### src/rtl/seq_pkg.sv
// Shared definitions for the program sequencer.
//   seq_state_e : sequencer FSM states (StIdle .. StDone)
//   HALT_INSN   : buffer word that ends a program without being issued
//   N_BIT/V_BIT/Z_BIT : bit positions of the cpu status flags in last_flags
package seq_pkg;

    typedef enum logic [2:0] {
        StIdle,
        StLoad,
        StStart,
        StWaitLo,
        StWaitHi,
        StNext,
        StDone
    } seq_state_e;

    localparam logic [15:0] HALT_INSN = 16'hE000;

    localparam int unsigned N_BIT = 2;
    localparam int unsigned V_BIT = 1;
    localparam int unsigned Z_BIT = 0;

endpackage

### src/rtl/seq_timeout_ctr.sv
// Per-instruction watchdog counter for the program sequencer.
//   clk, reset : clock and synchronous active-high reset
//   clr        : zero the count (takes priority over en)
//   en         : count up by one this cycle
//   expired    : count has reached TIMEOUT-1, i.e. this is the last allowed cycle
module seq_timeout_ctr #(
    parameter int unsigned TIMEOUT = 64
) (
    input  logic clk,
    input  logic reset,
    input  logic clr,
    input  logic en,
    output logic expired
);

    localparam int unsigned CW = $clog2(TIMEOUT + 1);

    logic [CW-1:0] cnt_q, cnt_d;

    always_comb begin
        cnt_d = cnt_q;
        if (clr) begin
            cnt_d = '0;
        end else if (en) begin
            cnt_d = cnt_q + CW'(1);
        end
    end

    always_ff @(posedge clk) begin
        if (reset) begin
            cnt_q <= '0;
        end else begin
            cnt_q <= cnt_d;
        end
    end

    // Independent of en so the caller can qualify it by state without a comb loop.
    assign expired = (cnt_q == CW'(TIMEOUT - 1));

endmodule

### src/rtl/prog_sequencer.sv
// Program sequencer: feeds a cpu one instruction at a time from a small buffer.
// Loads cpu_in/cpu_load, pulses cpu_s, waits for cpu_w to fall and rise again,
// captures cpu_out and {N,V,Z}, then advances until prog_len instructions,
// a HALT word, or a watchdog timeout.
//   clk, reset         : clock, synchronous active-high reset
//   prog_we/addr/data  : buffer write port (honoured only when idle or done)
//   prog_len           : number of instructions to run (0..DEPTH)
//   start              : begin from slot 0 (ignored while busy)
//   cpu_w/out/N/V/Z    : cpu handshake and results
//   cpu_in/load/s      : instruction word, IR load pulse, start pulse
//   pc, busy, done, err: status
//   last_out/last_flags: result of the most recently completed instruction
// Optional macro SEQ_SINGLE_STEP_EN adds input step and output stalled; NEXT
// then holds until step is high.
module prog_sequencer
    import seq_pkg::*;
#(
    parameter int unsigned DEPTH   = 16,
    parameter int unsigned AW      = 4,
    parameter int unsigned TIMEOUT = 64
) (
    input  logic          clk,
    input  logic          reset,
    input  logic          prog_we,
    input  logic [AW-1:0] prog_addr,
    input  logic [15:0]   prog_data,
    input  logic [AW:0]   prog_len,
    input  logic          start,
    input  logic          cpu_w,
    input  logic [15:0]   cpu_out,
    input  logic          cpu_N,
    input  logic          cpu_V,
    input  logic          cpu_Z,
`ifdef SEQ_SINGLE_STEP_EN
    input  logic          step,
    output logic          stalled,
`endif
    output logic [15:0]   cpu_in,
    output logic          cpu_load,
    output logic          cpu_s,
    output logic [AW-1:0] pc,
    output logic          busy,
    output logic          done,
    output logic          err,
    output logic [15:0]   last_out,
    output logic [2:0]    last_flags
);

    seq_state_e    state_q, state_d;
    logic [AW-1:0] pc_q, pc_d;
    logic [15:0]   cpu_in_q, cpu_in_d;
    logic          err_q, err_d;
    logic [15:0]   last_out_q, last_out_d;
    logic [2:0]    last_flags_q, last_flags_d;

    logic [15:0]   mem_q [DEPTH];
    logic          mem_we;
    logic [15:0]   cur_word;
    logic          is_halt;
    logic          ctr_clr, ctr_en, ctr_expired;
    logic          advance;

    assign cur_word = mem_q[pc_q];
    assign is_halt  = (cur_word == HALT_INSN);
    assign mem_we   = prog_we && ((state_q == StIdle) || (state_q == StDone));

`ifdef SEQ_SINGLE_STEP_EN
    assign advance = step;
    assign stalled = (state_q == StNext) && !step;
`else
    assign advance = 1'b1;
`endif

    seq_timeout_ctr #(
        .TIMEOUT (TIMEOUT)
    ) u_timeout (
        .clk     (clk),
        .reset   (reset),
        .clr     (ctr_clr),
        .en      (ctr_en),
        .expired (ctr_expired)
    );

    // Buffer contents survive reset.
    always_ff @(posedge clk) begin
        if (mem_we) begin
            mem_q[prog_addr] <= prog_data;
        end
    end

    always_ff @(posedge clk) begin
        if (reset) begin
            state_q      <= StIdle;
            pc_q         <= '0;
            cpu_in_q     <= '0;
            err_q        <= 1'b0;
            last_out_q   <= '0;
            last_flags_q <= '0;
        end else begin
            state_q      <= state_d;
            pc_q         <= pc_d;
            cpu_in_q     <= cpu_in_d;
            err_q        <= err_d;
            last_out_q   <= last_out_d;
            last_flags_q <= last_flags_d;
        end
    end

    always_comb begin
        state_d      = state_q;
        pc_d         = pc_q;
        cpu_in_d     = cpu_in_q;
        err_d        = err_q;
        last_out_d   = last_out_q;
        last_flags_d = last_flags_q;
        ctr_clr      = 1'b0;
        ctr_en       = 1'b0;
        unique case (state_q)
            StIdle, StDone: begin
                if (start) begin
                    err_d = 1'b0;
                    if (prog_len == '0) begin
                        state_d = StDone;
                    end else begin
                        pc_d    = '0;
                        state_d = StLoad;
                    end
                end
            end
            StLoad: begin
                if (is_halt) begin
                    state_d = StDone;
                end else begin
                    cpu_in_d = cur_word;
                    state_d  = StStart;
                end
            end
            StStart: begin
                ctr_clr = 1'b1;
                state_d = StWaitLo;
            end
            StWaitLo: begin
                ctr_en = 1'b1;
                if (!cpu_w) begin
                    state_d = StWaitHi;
                end else if (ctr_expired) begin
                    err_d   = 1'b1;
                    state_d = StDone;
                end
            end
            StWaitHi: begin
                ctr_en = 1'b1;
                // Completion on the final allowed cycle still counts as success.
                if (cpu_w) begin
                    last_out_d          = cpu_out;
                    last_flags_d[N_BIT] = cpu_N;
                    last_flags_d[V_BIT] = cpu_V;
                    last_flags_d[Z_BIT] = cpu_Z;
                    state_d             = StNext;
                end else if (ctr_expired) begin
                    err_d   = 1'b1;
                    state_d = StDone;
                end
            end
            StNext: begin
                if (advance) begin
                    if ({1'b0, pc_q} == prog_len - 1'b1) begin
                        state_d = StDone;
                    end else begin
                        pc_d    = pc_q + AW'(1);
                        state_d = StLoad;
                    end
                end
            end
            default: state_d = StIdle;
        endcase
    end

    always_comb begin
        // cpu_in shows the buffer word during LOAD so the cpu latches it on the load edge.
        cpu_in     = ((state_q == StLoad) && !is_halt) ? cur_word : cpu_in_q;
        cpu_load   = (state_q == StLoad) && !is_halt && !reset;
        cpu_s      = (state_q == StStart) && !reset;
        pc         = pc_q;
        busy       = (state_q != StIdle) && (state_q != StDone);
        done       = (state_q == StDone);
        err        = err_q;
        last_out   = last_out_q;
        last_flags = last_flags_q;
    end

endmodule

### config.mk
export PLATFORM = sky130hd
export DESIGN_NAME = prog_sequencer
export DESIGN_NICKNAME = d
export VERILOG_FILES = /design/src/rtl/seq_pkg.sv /design/src/rtl/seq_timeout_ctr.sv /design/src/rtl/prog_sequencer.sv
export SDC_FILE = /design/constraint.sdc
export NUM_CORES = 1
export LEC_CHECK = 0
export BUFFER_PORTS_ARGS = -buffer_cell sky130_fd_sc_hd__buf_2
export CORE_MARGIN = 4
export CORE_UTILIZATION = 58
export DETAILED_ROUTE_END_ITERATION = 10
export GPL_TIMING_DRIVEN = 0
export PLACE_DENSITY = 0.8
export SKIP_CTS_REPAIR_TIMING = 1
export SYNTH_ARGS = -nofsm -noshare
export SYNTH_HDL_FRONTEND = slang
export SYNTH_SLANG_ARGS = --single-unit
### constraint.sdc
create_clock -name clk -period 4.3 [get_ports clk]
set_input_delay 0.645 -clock clk [delete_from_list [all_inputs] [get_ports clk]]
set_output_delay 0.645 -clock clk [all_outputs]
set_load 0.02 [all_outputs]
==> impl_metrics.yaml <==
run_status:
  status: "finished, final reports clean"
final_layout:
  final_cells: 1178
  layout_common_cells: "edfxtp_1, buf_2, mux4_2"
  nFillCells: 1279
  final_util: 0.706
  layout.nets: 933
  syn_to_final_growth_pct: 19.8
  diodes: 0
  drive_gt1_frac: 0.332
  layout_commonest_cell: "edfxtp_1"
routing:
  vias: 7376
  via_per_inst: 6.26
  drc_errors: 0
  wl_per_cell_um: 26.1
  first_iter_violations: 873
  antenna_left: 0
  drtPass1Iterations: 5
  wl_um: 30700
timing:
  min_period_ns: 4.30
  slew_headroom: 0.309
  setup_slack_ns: 0.00254
  rsz0062_at_grt: "true"
  fin_skew_ns: 0.0179
  whs_ns: 0.337
  worstMarginPinSlew_ns: 1.03
  max_clock_freq_ghz: 0.233
  drv_slew: 0
  setup_viol: 0
  hold_viol_final: 0
  finalCritPeriodShare: 0.999
pwr:
  p_int_mw: 5.09
  power_mw: 6.59
  ir_worst_vdd_v: 0.000330
  power.share.combinational: 0.107
  power_per_cell_area_nw_per_um2: 446
  switching_share: 0.228
  p_switching_mw: 1.50
  power.leakage_nw: 5.08
  seq_power_share: 0.505
  clkPwrFrac: 0.387
synthesis:
  synth-edff-count: 256
  synthArstFlopShare: 0
  synth_ff_type: "edfxtp_1"
  netlist_area_um2: 12300
  yosysSeqAreaShare: 0.711
  ys_warn_count: 0
  yosysUniqueCellTypes: 48
  synth-seq-cells: 310
  synth_fp_nets: 787
  syn_area_per_cell_um2: 16.8
  netlist_instances: 735
setup_path:
  r2r_cells: 8
  r2r-start: "state_q[2]"
  max_stage_delay_ns: 0.56
  crit_top_cell: "buf_12"
  slowest_stage: "mux4_2"
  path_buf_inv: 4
  cp.arrival_ns: 3.65
  crit_path_end_kind: "output port"
  reg2reg_slack_ns: 0.98
  cp-start-kind: "flop"
  worstPathCellList: "buf_12 > buf_12 > mux4_2 > a22oi_1 > nand2_2 > nor4_2 > nand4_1 > nand2_4 > clkbuf_16 > mux2_1 > buf_2"
  worstSetupPathType: "flop to output port"
  crit_family: "simple AND/OR/NAND/NOR gates"
  cp_data_required_time_ns: 3.65
  worstReg2RegEnd: "mem_q[0][9]"
  cp_max_fo: 10
floorplanning:
  start_util: 0.589
  core-area_um2: 21000
  die_area_um2: 23700
  ioPinCount: 93
  die_w_um: 154
  num_rows: 53
  dieHeight_um: 154
placed_design:
  gp_congestion: 0.898
  place_inst: 1119
  place_ws_ns: 0.0866
  io_buffers: 90
  dp_hpwl_um: 18600
global_routing:
  grt_use_met3: 0.0470
  grt_overflow: 0
  use_met2: 0.405
  top_usage_layer: "met2"
  met1_usage: 0.329
  grt_pass1_vias: 7401
  antenna_found_initial: 0
  gr-usage-all-layers: 0.246
  grt_pass1_wl_um: 44200
  grt_max_degree: 17
min_path:
  hold_end: "last_flags[2]"
  holdCritStartpoint: "cpu_N"
  hold_path_class: "input port to flop"
  hold_path_depth: 3
flow_run:
  max-cap-violations: 0
cts:
  htree_num_levels: 1
  clk-insertion-delay-late_ns: 0.55
  cts_max_path_buffers: 3
  cts_sinks: 310
  clock-root-buffer: "clkbuf_16"
  clkTransAtPathRegs_ns: 0.07
  cts_buffers: 29
  cts_tree: "built"
==> worst min-delay path: stages <==
cell and delay, ns:
buf_2 0.10, nand2_1 0.05, a21oi_1 0.05
==> worst max-delay path by stage <==
stage / start / end / slack [ns] / cells past startpoint
after floorplan: flop / cpu_in[15] / 0.96 / 10
after global placement: state_q[2] / mem_q[0][11] / -0.33 / 6
final: flop / cpu_in[11] / 0.003 / 11
after global routing: flop / cpu_in[0] / -0.15 / 11
after detailed placement: flop / cpu_in[12] / 0.09 / 11
after CTS: flop / cpu_in[12] / -0.57 / 11
==> synth_stat cells, drive strengths merged (7+ instances only) <==
cell,count,area share
mux2i,16,0.013
o21ai,8,0.0032
dfxtp,54,0.088
nor3,10,0.0041
nor2,42,0.013
nand2,70,0.021
nand3,7,0.0028
nand2b,31,0.016
buf,16,0.0097
mux4,64,0.12
a22oi,27,0.016
a21oi,24,0.0097
mux2,16,0.015
inv,10,0.0030
edfxtp,256,0.62
clkbuf,22,0.0068
==> per-stage QoR <==
step	TNS (ns)	instance area, um^2
2_1_floorplan	0	12300
3_3_place_gp	-14.53	13100
3_5_place_dp	0	13500
4_1_cts	-8.90	14400
5_1_grt	-1.97	14800
6_report	0	14800
==> power by group through the flow <==
stage	sequential [mW]	clock, mW	combinational (mW)
2_1_floorplan	3.39	0	0.404
6_report	3.33	2.55	0.708
3_5_place_dp	3.39	0	0.616
5_1_grt	3.33	2.72	0.754
3_3_place_gp	3.39	0	0.587
4_1_cts	3.33	2.56	0.625
==> routing by layer <==
layer | vias up | share of wire
li1 | 3158 | -
met1 | 3678 | 0.37
met2 | 451 | 0.50
met3 | 89 | 0.093
met4 | 0 | 0.042
met5 | - | 0
==> state kept, by name (all words and copies together) (netlist names), named ones only <==
signal           flops
last_flags           3
state_q              3
err                  1
mem_q              256
last_out            16
pc                   4
cpu_in_q            16
u_timeout.cnt_q      7
==> kinds of logic after synthesis <==
| group | Yosys count | synth area share |
|---|---|---|
| flip-flops | 310 | 0.711 |
| AND/OR/NAND/NOR | 190 | 0.0728 |
| multiplexers | 96 | 0.144 |
| AO/OA/AOI/OAI | 77 | 0.0418 |
| buffers and inverters | 48 | 0.0196 |
| XOR/XNOR | 11 | 0.00781 |
| adder cells (fa/ha/maj) | 3 | 0.00304 |
==> area by class of cell <==
class	count	area [um^2]	area share
Clock buffer	35	778	0.0526
Multi-Input combinational cell	377	3510	0.237
Inverter	10	37.5	0.00254
Tap cell	275	344	0.0233
Clock inverter	18	171	0.0116
Sequential cell	310	8770	0.593
Timing Repair Buffer	117	868	0.0587
Buffer	36	303	0.0205
Note: power is estimated with default switching activity, not from simulation.
